==> src/rtl/hack_kbd_pkg.sv <==
// Shared constants for the PS/2 keyboard front end: Hack key codes,
// PS/2 prefix bytes and the frame receiver state encoding.
package hack_kbd_pkg;

  localparam logic [15:0] KEY_NEWLINE   = 16'd128;
  localparam logic [15:0] KEY_BACKSPACE = 16'd129;
  localparam logic [15:0] KEY_LEFT      = 16'd130;
  localparam logic [15:0] KEY_UP        = 16'd131;
  localparam logic [15:0] KEY_RIGHT     = 16'd132;
  localparam logic [15:0] KEY_DOWN      = 16'd133;
  localparam logic [15:0] KEY_HOME      = 16'd134;
  localparam logic [15:0] KEY_END       = 16'd135;
  localparam logic [15:0] KEY_PGUP      = 16'd136;
  localparam logic [15:0] KEY_PGDN      = 16'd137;
  localparam logic [15:0] KEY_INSERT    = 16'd138;
  localparam logic [15:0] KEY_DELETE    = 16'd139;
  localparam logic [15:0] KEY_ESC       = 16'd140;
  localparam logic [15:0] KEY_F1        = 16'd141;
  localparam logic [15:0] KEY_F2        = 16'd142;
  localparam logic [15:0] KEY_F3        = 16'd143;
  localparam logic [15:0] KEY_F4        = 16'd144;
  localparam logic [15:0] KEY_F5        = 16'd145;
  localparam logic [15:0] KEY_F6        = 16'd146;
  localparam logic [15:0] KEY_F7        = 16'd147;
  localparam logic [15:0] KEY_F8        = 16'd148;
  localparam logic [15:0] KEY_F9        = 16'd149;
  localparam logic [15:0] KEY_F10       = 16'd150;
  localparam logic [15:0] KEY_F11       = 16'd151;
  localparam logic [15:0] KEY_F12       = 16'd152;

  localparam logic [7:0] PS2_EXT = 8'hE0;
  localparam logic [7:0] PS2_BRK = 8'hF0;

  typedef enum logic [1:0] {IDLE, DATA, PARITY, STOP} frame_state_t;

endpackage

==> src/rtl/ps2_scancode_map.sv <==
// Set-2 scancode to Hack key code translation (combinational).
// PS2_SHIFT_EN: letters become lowercase unless shift is held.
module ps2_scancode_map
  import hack_kbd_pkg::*;
(
  input  logic [7:0]  scancode,
  input  logic        ext,
  input  logic        shift,
  output logic [15:0] key_code
);

  logic [7:0] letter;

`ifndef PS2_SHIFT_EN
  logic unused_shift;
  assign unused_shift = shift;
`endif

  always_comb begin
    letter   = 8'h00;
    key_code = 16'h0000;
    if (ext) begin
      case (scancode)
        8'h6B: key_code = KEY_LEFT;
        8'h75: key_code = KEY_UP;
        8'h74: key_code = KEY_RIGHT;
        8'h72: key_code = KEY_DOWN;
        8'h6C: key_code = KEY_HOME;
        8'h69: key_code = KEY_END;
        8'h7D: key_code = KEY_PGUP;
        8'h7A: key_code = KEY_PGDN;
        8'h70: key_code = KEY_INSERT;
        8'h71: key_code = KEY_DELETE;
        default: key_code = 16'h0000;
      endcase
    end else begin
      case (scancode)
        8'h1C: letter = 8'h41;  8'h32: letter = 8'h42;  8'h21: letter = 8'h43;
        8'h23: letter = 8'h44;  8'h24: letter = 8'h45;  8'h2B: letter = 8'h46;
        8'h34: letter = 8'h47;  8'h33: letter = 8'h48;  8'h43: letter = 8'h49;
        8'h3B: letter = 8'h4A;  8'h42: letter = 8'h4B;  8'h4B: letter = 8'h4C;
        8'h3A: letter = 8'h4D;  8'h31: letter = 8'h4E;  8'h44: letter = 8'h4F;
        8'h4D: letter = 8'h50;  8'h15: letter = 8'h51;  8'h2D: letter = 8'h52;
        8'h1B: letter = 8'h53;  8'h2C: letter = 8'h54;  8'h3C: letter = 8'h55;
        8'h2A: letter = 8'h56;  8'h1D: letter = 8'h57;  8'h22: letter = 8'h58;
        8'h35: letter = 8'h59;  8'h1A: letter = 8'h5A;
        8'h45: key_code = 16'h0030;  8'h16: key_code = 16'h0031;
        8'h1E: key_code = 16'h0032;  8'h26: key_code = 16'h0033;
        8'h25: key_code = 16'h0034;  8'h2E: key_code = 16'h0035;
        8'h36: key_code = 16'h0036;  8'h3D: key_code = 16'h0037;
        8'h3E: key_code = 16'h0038;  8'h46: key_code = 16'h0039;
        8'h29: key_code = 16'h0020;
        8'h5A: key_code = KEY_NEWLINE;
        8'h66: key_code = KEY_BACKSPACE;
        8'h76: key_code = KEY_ESC;
        8'h05: key_code = KEY_F1;   8'h06: key_code = KEY_F2;
        8'h04: key_code = KEY_F3;   8'h0C: key_code = KEY_F4;
        8'h03: key_code = KEY_F5;   8'h0B: key_code = KEY_F6;
        8'h83: key_code = KEY_F7;   8'h0A: key_code = KEY_F8;
        8'h01: key_code = KEY_F9;   8'h09: key_code = KEY_F10;
        8'h78: key_code = KEY_F11;  8'h07: key_code = KEY_F12;
        default: key_code = 16'h0000;
      endcase
      if (letter != 8'h00) begin
`ifdef PS2_SHIFT_EN
        key_code = {8'h00, shift ? letter : (letter | 8'h20)};
`else
        key_code = {8'h00, letter};
`endif
      end
    end
  end

endmodule

==> src/rtl/ps2_kbd.sv <==
// PS/2 keyboard receiver producing the Hack kbd word (held key code, 0 on release).
// PS2_SHIFT_EN: track shift keys and emit lowercase letters unless shift is held.
//
// frame state | meaning
// IDLE        | waiting for a start bit (strobe with data low)
// DATA        | shifting in 8 data bits, LSB first
// PARITY      | capturing the odd-parity bit
// STOP        | checking stop bit and parity, then byte_done or frame_err
module ps2_kbd
  import hack_kbd_pkg::*;
#(
  parameter int unsigned SYNC_STAGES    = 2,
  parameter int unsigned FILTER_LEN     = 4,
  parameter int unsigned TIMEOUT_CYCLES = 12000
) (
  input  logic        clk,
  input  logic        reset,
  input  logic        ps2_clk,
  input  logic        ps2_data,
  output logic [15:0] kbd,
  output logic        key_valid,
  output logic        frame_err
);

  localparam int unsigned FILT_W = $clog2(FILTER_LEN + 1);
  localparam int unsigned TMO_W  = $clog2(TIMEOUT_CYCLES);
  // Reload is two short so frame_err lands exactly TIMEOUT_CYCLES after the strobe cycle.
  localparam logic [TMO_W-1:0] TMO_LOAD = TMO_W'(TIMEOUT_CYCLES - 2);

  logic [SYNC_STAGES-1:0] clk_sync, data_sync;
  logic                   filt_clk;
  logic [FILT_W-1:0]      filt_cnt;
  logic                   strobe, data_bit;

  frame_state_t           state;
  logic [2:0]             bit_cnt;
  logic [7:0]             shreg;
  logic                   par;
  logic [TMO_W-1:0]       tmo_cnt;
  logic                   byte_done;

  logic                   ext, brk, shift_held;
  logic [15:0]            key_code;

  always_ff @(posedge clk) begin
    if (reset) begin
      clk_sync  <= '1;
      data_sync <= '1;
      filt_clk  <= 1'b1;
      filt_cnt  <= '0;
      strobe    <= 1'b0;
      data_bit  <= 1'b1;
    end else begin
      clk_sync  <= {clk_sync[SYNC_STAGES-2:0], ps2_clk};
      data_sync <= {data_sync[SYNC_STAGES-2:0], ps2_data};
      strobe    <= 1'b0;
      if (clk_sync[SYNC_STAGES-1] != filt_clk) begin
        if (filt_cnt == FILT_W'(FILTER_LEN - 1)) begin
          filt_clk <= clk_sync[SYNC_STAGES-1];
          filt_cnt <= '0;
          strobe   <= filt_clk;
          data_bit <= data_sync[SYNC_STAGES-1];
        end else begin
          filt_cnt <= filt_cnt + 1'b1;
        end
      end else begin
        filt_cnt <= '0;
      end
    end
  end

  always_ff @(posedge clk) begin
    if (reset) begin
      state     <= IDLE;
      bit_cnt   <= '0;
      shreg     <= '0;
      par       <= 1'b0;
      tmo_cnt   <= '0;
      byte_done <= 1'b0;
      frame_err <= 1'b0;
    end else begin
      byte_done <= 1'b0;
      frame_err <= 1'b0;
      if (strobe) tmo_cnt <= TMO_LOAD;
      else if (state != IDLE) tmo_cnt <= tmo_cnt - 1'b1;
      case (state)
        IDLE: if (strobe && !data_bit) begin
          state   <= DATA;
          bit_cnt <= '0;
        end
        DATA: if (strobe) begin
          shreg   <= {data_bit, shreg[7:1]};
          bit_cnt <= bit_cnt + 1'b1;
          if (bit_cnt == 3'd7) state <= PARITY;
        end
        PARITY: if (strobe) begin
          par   <= data_bit;
          state <= STOP;
        end
        STOP: if (strobe) begin
          if (data_bit && (^{shreg, par})) byte_done <= 1'b1;
          else frame_err <= 1'b1;
          state <= IDLE;
        end
        default: state <= IDLE;
      endcase
      if (state != IDLE && !strobe && tmo_cnt == '0) begin
        frame_err <= 1'b1;
        state     <= IDLE;
      end
    end
  end

  ps2_scancode_map u_map (
    .scancode (shreg),
    .ext      (ext),
    .shift    (shift_held),
    .key_code (key_code)
  );

`ifdef PS2_SHIFT_EN
  localparam logic [7:0] PS2_LSHIFT = 8'h12;
  localparam logic [7:0] PS2_RSHIFT = 8'h59;

  always_ff @(posedge clk) begin
    if (reset) shift_held <= 1'b0;
    else if (byte_done && (shreg == PS2_LSHIFT || shreg == PS2_RSHIFT)) shift_held <= !brk;
  end

  logic is_shift;
  assign is_shift = (shreg == PS2_LSHIFT) || (shreg == PS2_RSHIFT);
`else
  logic is_shift;
  assign shift_held = 1'b0;
  assign is_shift   = 1'b0;
`endif

  always_ff @(posedge clk) begin
    if (reset) begin
      kbd       <= '0;
      key_valid <= 1'b0;
      ext       <= 1'b0;
      brk       <= 1'b0;
    end else begin
      key_valid <= 1'b0;
      if (frame_err) begin
        ext <= 1'b0;
        brk <= 1'b0;
      end else if (byte_done) begin
        if (shreg == PS2_EXT) begin
          ext <= 1'b1;
        end else if (shreg == PS2_BRK) begin
          brk <= 1'b1;
        end else begin
          ext <= 1'b0;
          brk <= 1'b0;
          if (!is_shift) begin
            if (!brk) begin
              if (key_code != 16'h0000) begin
                kbd       <= key_code;
                key_valid <= 1'b1;
              end
            end else if (key_code == kbd) begin
              kbd <= '0;
            end
          end
        end
      end
    end
  end

endmodule

==> config.mk <==
export PLATFORM = sky130hd
export DESIGN_NAME = ps2_kbd
export DESIGN_NICKNAME = d
export VERILOG_FILES = /design/src/rtl/hack_kbd_pkg.sv /design/src/rtl/ps2_scancode_map.sv /design/src/rtl/ps2_kbd.sv
export SDC_FILE = /design/constraint.sdc
export NUM_CORES = 1
export LEC_CHECK = 0
export CAP_MARGIN = 20
export CORE_UTILIZATION = 41
export CTS_CLUSTER_SIZE = 25
export DETAILED_ROUTE_END_ITERATION = 7
export SETUP_SLACK_MARGIN = 0.2
export SYNTH_ARGS = -nofsm -noshare
export SYNTH_HDL_FRONTEND = slang
export SYNTH_SLANG_ARGS = --single-unit
==> constraint.sdc <==
create_clock -name clk -period 3.4 [get_ports clk]
set_input_delay 0.68 -clock clk [delete_from_list [all_inputs] [get_ports clk]]
set_output_delay 0.68 -clock clk [all_outputs]
set_load 0.02 [all_outputs]
== Word-level counts from Yosys, hierarchy flattened ==
Cells that the tools add are included.

* Bits in read-only memories: 0
* Bits of input ports: 4
* Register bits: 59
* RAM bits: 0
* Memories kept: 0
* Latch bits: 0
* Logic and storage cells: 166

* Add/subtract/negate cells: 3
* Divide/modulo/power cells: 0
* Multipliers: 0
* Bitwise gates (word level): 8
* Order comparisons: 0
* Equality and inequality tests: 78
* Shift operators: 0
* Reductions and logical operators: 30
* Mux-type cells: 29

{| class="wikitable"
|+ Operator list
! cell !! number
|-
| $pmux 8 s26 || 1
|-
| $eq 8x6->1 const B || 23
|-
| $pmux 7 s26 || 1
|-
| $eq 8x7->1 const B || 21
|-
| $pmux 8 s10 || 1
|-
| $mux 16 || 4
|-
| $eq 8x5->1 const B || 7
|-
| $eq 8x3->1 const B || 4
|-
| $eq 8x4->1 const B || 4
|-
| $mux 14 || 2
|-
| $eq 8x8->1 const B || 3
|-
| $eq 16x16->1 || 1
|-
| $mux 8 || 2
|-
| $reduce_bool 16->1 || 1
|-
| $logic_not 14->1 || 1
|-
| $sub 14x1->14 const B || 1
|-
| $ne 2x2->1 const B || 6
|-
| $mux 2 || 5
|-
| $reduce_and 2->1 || 5
|-
| $mux 1 || 9
|-
| $reduce_or 3->1 || 3
|-
| $reduce_xor 9->1 || 1
|-
| $eq 8x1->1 const B || 1
|-
| $eq 8x2->1 const B || 1
|-
| other kinds (21) || 40
|}

== Depth between registers and ports, before layout ==
* Depth in word-level cells: 9
* Depth in mapped cells: 13

== Modules after synthesis ==
Synthesis repeated with hierarchy kept, for this count alone.

* Cell total of the unflattened synthesis: 527
* Area, all modules: 4,236.6 um^2

{| class="wikitable"
|+ By module, submodules not included
! module !! area each (um^2) !! cells each !! sequential area each (um^2) !! times used
|-
| ps2_kbd || 2,825.2 || 304 || 1,181.1 || 1
|-
| ps2_scancode_map || 1,411.4 || 223 || 0.0 || 1
|}

== Least setup slack after synthesis ==
OpenSTA, ideal clock, no wires.

* Path kind: reg-to-reg
* Start point: reg shreg[2]
* End point: reg kbd[1]
* Arrival time: 2.700 ns
* Data required time: 3.273 ns
* Buffers on the path: 2
* Path slack: 0.573 ns
* Cell stages (with the launch flop): 12
* Cell sequence: dfxtp_1 > buf_6 > or3b_1 > a2111o_1 > o211a_1 > a2111oi_4 > o221ai_2 > a311oi_2 > and4_1 > buf_6 > nor4b_1 > or3_1

* Longest elaborated chain between the ends: 9

{| class="wikitable"
|+ Ends and longest elaborated chain
! element !! RTL line !! RTL
|-
| start: declaration || ps2_kbd.sv:37 || <nowiki>logic [7:0] shreg;</nowiki>
|-
| start signal: assignment || ps2_kbd.sv:92 || <nowiki>shreg <= {data_bit, shreg[7:1]};</nowiki>
|-
| $eq 8x5->1 (tied with other cells) || ps2_scancode_map.sv:37 || <nowiki>case (scancode)</nowiki>
|-
| $pmux 7 s26 || ps2_scancode_map.sv:37 ||
|-
| $mux 8 || ps2_scancode_map.sv:22 || <nowiki>if (ext) begin</nowiki>
|-
| $reduce_bool 8->1 || ps2_scancode_map.sv:64 || <nowiki>if (letter != 8'h00) begin</nowiki>
|-
| $mux 8 || ps2_scancode_map.sv:64 ||
|-
| $mux 16 || ps2_scancode_map.sv:22 ||
|-
| $eq 16x16->1 / $reduce_bool 16->1 (equally long branches) || ps2_kbd.sv:163, ps2_kbd.sv:159 ||
|-
| $ne 2x1->1 (no line) / $reduce_bool 2->1 (equally long branches) || -- ||
|-
| $reduce_and 6->1 (no line) || -- ||
|-
| end signal: assignment || ps2_kbd.sv:160 || <nowiki>kbd <= key_code;</nowiki>
|-
| end: declaration || ps2_kbd.sv:20 || <nowiki>output logic [15:0] kbd,</nowiki>
|}

Several ways; a longest one is shown, not always the timed one. The select of a mux whose other input is x is not followed.
A chain may end at the register's enable or synchronous reset.

== Final worst setup path ==
* Start point: reg shreg[5]
* End point: reg kbd[6]

Same word-level chain as after synthesis.

==> tab_implementation.tex <==
\begin{tabular}{lr}
\hline
Metric & Value \\
\hline
\multicolumn{2}{l}{\textbf{Worst setup path}} \\
\quad Data arrival time of the critical path & 3.27 ns \\
\quad Biggest fanout along the worst timing path & 16 \\
\quad Crit Path Class & register to register \\
\quad R2R depth & 11 \\
\quad Critical Path End Type & register \\
\quad Worst path required time & around 3.6 ns \\
\quad Setup crit start kind & register \\
\multicolumn{2}{l}{\textbf{Detailed routing}} \\
\quad Antenna-violating nets left & 0 \\
\quad Per-cell routed wire length & 16.8 um \\
\quad Wirelength, routed & 10,100 um \\
\quad Number of iterations in the first detailed-routing pass & 5 \\
\quad 1st-iter DRT viols & 441 \\
\quad Detailed-route DRC error count & 0 \\
\quad DR vias/cell & 6.08 \\
\quad Via count & 3,652 \\
\multicolumn{2}{l}{\textbf{Synth}} \\
\quad Main synth FF type & dfxtp\_1 \\
\quad Cell count after synthesis & 480 \\
\quad Number of flops mapped to enable cells by yosys & 0 \\
\quad Summed instance area of the synthesized netlist & roughly 3800 um\^{}2 \\
\quad Post-synthesis register bit count & 51 \\
\quad Yosys warnings & 0 \\
\quad Unique masters post-synth & 75 \\
\quad Part of the Yosys area used for sequential elements & between 20\% and 30\% \\
\quad Per-instance average area after synthesis & 7.82 um\^{}2 \\
\quad Proportion of register bits with asynchronous set or reset after synthesis & 0\% \\
\multicolumn{2}{l}{\textbf{Power}} \\
\quad Switching power & $\sim$0.00033 W \\
\quad Largest voltage drop on the vdd net & 0.259 mV \\
\quad Pwr/cell area & 282 nW/um\^{}2 \\
\quad Net Sw Frac & 27.9\% \\
\quad Share of power burned in the clock network & 31.4\% \\
\quad Internal power & about 0.00084 W \\
\quad Power consumption & $\sim$0.0012 W \\
\quad Fraction of power consumed by sequential logic & 55.6\% \\
\quad P\_leak & 1.45 nW \\
\quad Part of the power in combinational logic & 13.0\% \\
\multicolumn{2}{l}{\textbf{Place}} \\
\quad Pre-CTS setup slack & 0.0947 ns \\
\quad Count of input and output buffers & 13 \\
\quad HPWL reported at the end of detailed placement & slightly above 7000 um \\
\quad GPL Wtd Cong & roughly 1.0 \\
\quad Placed cells & a little under 600 \\
\multicolumn{2}{l}{\textbf{Clocking}} \\
\quad Clock transition at the registers of the reported paths & about 0.11 ns \\
\quad H-Tree Depth & 2 \\
\quad Post-CTS setup repair buffer count & 0 \\
\quad TritonCTS clock tree & built \\
\quad Insertion delay to the later sink of the worst-skew pair & 0.31 ns \\
\quad Total number of clock tree sinks & between 50 and 60 \\
\quad Buffer levels on the longest clock path & 2 \\
\quad Clock buffer count from CTS & 5 \\
\quad Clock tree root buffer cell & clkbuf\_8 \\
\multicolumn{2}{l}{\textbf{Floorplanning}} \\
\quad Die X & a little under 100 um \\
\quad Site Rows & 34 \\
\quad Number of top-level pins & 22 \\
\quad Effective utilization at floorplan & 42.6\% \\
\quad Die Span Y & 97.7 um \\
\quad Core Area & $\sim$8800 um\^{}2 \\
\quad Area of the die & 9540 um\^{}2 \\
\multicolumn{2}{l}{\textbf{Finish}} \\
\quad \# diodes & 0 \\
\quad Layout cells sized above 1 & 12.8\% \\
\quad Post-layout instance count excluding filler cells & 601 \\
\quad Area growth from synthesis to final layout & 10.5\% \\
\quad Count of nets after finishing & 505 \\
\multicolumn{2}{l}{\textbf{STA}} \\
\quad Crit path setup slack, layout & 0.332 ns \\
\quad Post-Route Skew & 0.0177 ns \\
\quad Max Slew Vio Count & 0 \\
\quad Top achievable clock speed & about 330 MHz \\
\quad Setup violation total in the final timing report & 0 \\
\quad Share of the clock period used by the worst path after layout & roughly nine tenths \\
\quad Tightest Pin Transition & 0.882 ns \\
\quad Setup TNS after final layout & 0 ns \\
\quad Final count of hold timing violations & 0 \\
\quad Setup repair after global routing missed its margin & no \\
\quad Time the worst path needs with I/O delays and setup & between 3 and 4 ns \\
\quad Headroom to the max-slew limit & 41.2\% \\
\multicolumn{2}{l}{\textbf{Global route}} \\
\quad First-pass GRT wire length & 17,100 um \\
\quad Maximum number of pins on one net before global-route repair & 53 \\
\quad Number of antenna violations at the first check in global routing & 0 \\
\quad Via count of the first global-routing pass & 3,481 \\
\quad Total congestion overflow after global routing & 0 \\
\quad Global routing usage summed across all routing layers & $\sim$22\% \\
\multicolumn{2}{l}{\textbf{Min path}} \\
\quad Cell depth of the worst min-delay path & 1 \\
\quad Class of the tightest hold or removal check & register to register \\
\multicolumn{2}{l}{\textbf{Job}} \\
\quad Max cap viols & 0 \\
\multicolumn{2}{l}{\textbf{Outcome}} \\
\quad Outcome & complete, no violations \\
\hline
\end{tabular}
## area by class of cell
| class | instances | area (um^2) |
|---|---|---|
| Timing Repair Buffer | 46 | 385 |
| Tap cell | 108 | 135 |
| Sequential cell | 51 | 1030 |
| Clock buffer | 5 | 68.8 |
| Multi-Input combinational cell | 370 | 2440 |
| Inverter | 18 | 67.6 |
| Clock inverter | 3 | 25.0 |
| Fill cell | 878 | 4660 |
## what timing repair did
action | CTS | global route
pin swaps | 0 | 1
gates resized for setup | 2 | 8
hold buffers | 0 | 0
cloned | 0 | 0
endpoints found under the setup margin | 8 | 8
## synth_stat cells (4+ instances only)
cell type / number / area share (%)
a21oi_1: 31 / 4.1
a22oi_1: 6 / 1.2
a31oi_1: 9 / 1.5
and2_1: 5 / 0.83
and3_1: 4 / 0.67
buf_2: 14 / 1.9
buf_4: 13 / 2.6
clkbuf_1: 16 / 1.6
dfxtp_1: 51 / 27
ha_1: 9 / 3.0
inv_1: 17 / 1.7
mux2i_1: 5 / 1.3
nand2_1: 31 / 3.1
nand2b_1: 7 / 1.2
nand3_1: 21 / 2.8
nand4_1: 7 / 1.2
nor2_1: 35 / 3.5
nor2b_1: 14 / 2.3
nor3_1: 23 / 3.1
nor3b_1: 10 / 2.0
nor4_1: 9 / 1.5
nor4b_1: 4 / 0.93
nor4bb_1: 6 / 1.6
o211ai_1: 5 / 1.0
o21ai_0: 13 / 1.7
o41ai_1: 5 / 1.2
or2_2: 5 / 0.83
or3_1: 5 / 0.83
or4_1: 6 / 1.2
xnor2_1: 18 / 4.2
xor2_1: 9 / 2.1
## logic make-up after synthesis
| group | share of synthesized area, % |
|---|---|
| compound gates | 21.5 |
| xor+xnor | 6.30 |
| fa+ha+maj | 3.00 |
| buf+inv | 8.77 |
| flops | 27.2 |
| mux | 1.63 |
| other cells | 0.0999 |
| simple gates | 31.5 |
## placed cells by master, fill, tap and decap left out, types with 6 or more instances in the layout
cell / synthesis / routed
nor4_1: 9 / 9
dfxtp_2: 0 / 6
nor2_1: 35 / 34
nor3_1: 23 / 23
dfxtp_1: 51 / 45
or4_1: 6 / 6
a22oi_1: 6 / 6
nor4bb_1: 6 / 6
nand3_1: 21 / 21
nand2_1: 31 / 31
o21ai_0: 13 / 13
inv_1: 17 / 17
nand4_1: 7 / 7
xor2_1: 9 / 9
ha_1: 9 / 9
xnor2_1: 18 / 18
nor3b_1: 10 / 10
nor2b_1: 14 / 14
buf_4: 13 / 32
a21oi_1: 31 / 31
nand2b_1: 7 / 7
a31oi_1: 9 / 9
conb_1: 1 / 8
clkdlybuf4s50_1: 0 / 12
## routing by layer
metal  wire, um  global-route usage (%)
met1       4570                    30.6
met2       4340                    32.7
met5          0                       0
met4        325                    9.91
met3        844                    3.45
## worst max-delay path: stages (launching register included)
cell,delay (ns)
dfxtp_1,0.50
buf_4,0.28
nand4bb_1,0.27
o32a_1,0.40
o211ai_1,0.23
o21bai_1,0.21
and2_1,0.23
o31a_1,0.18
buf_4,0.16
nor3b_1,0.06
nor2b_1,0.17
a221o_1,0.26
## sequential cells by signal (all words and copies together) (netlist names), 2 cells and up
| signal | cells |
|---|---|
| kbd | 8 |
| bit_cnt | 3 |
| clk_sync | 2 |
| state | 2 |
| tmo_cnt | 14 |
| filt_cnt | 3 |
| shreg | 8 |
| data_sync | 2 |
## through the flow
| stage | instance area (um^2) | utilization (%) | hold slack (ns) |
|---|---|---|---|
| 2_1_floorplan | 3780 | - | 0.389 |
| 3_3_place_gp | 4040 | 45.9 | 0.391 |
| 3_5_place_dp | 4040 | 45.9 | 0.397 |
| 4_1_cts | 4140 | 47.0 | 0.418 |
| 5_1_grt | 4150 | 47.1 | 0.433 |
| 6_report | 4150 | 47.1 | 0.414 |
## final timing paths
kind          startpoint  slack [ns]          end
max             shreg[5]        0.33       kbd[6]
min          clk_sync[0]        0.41  clk_sync[1]
max reg2reg     shreg[5]        0.33       kbd[6]
min reg2reg  clk_sync[0]        0.41  clk_sync[1]
## power groups by stage
stage	Clock (W)	Sequential [W]	Combinational [W]
2_1_floorplan	0	0.000661	0.000134
3_3_place_gp	0	0.000663	0.000148
3_5_place_dp	0	0.000664	0.000153
4_1_cts	0.000379	0.000651	0.000154
5_1_grt	0.000404	0.000657	0.000175
6_report	0.000368	0.000650	0.000153
(Power assumes the default switching activity.)
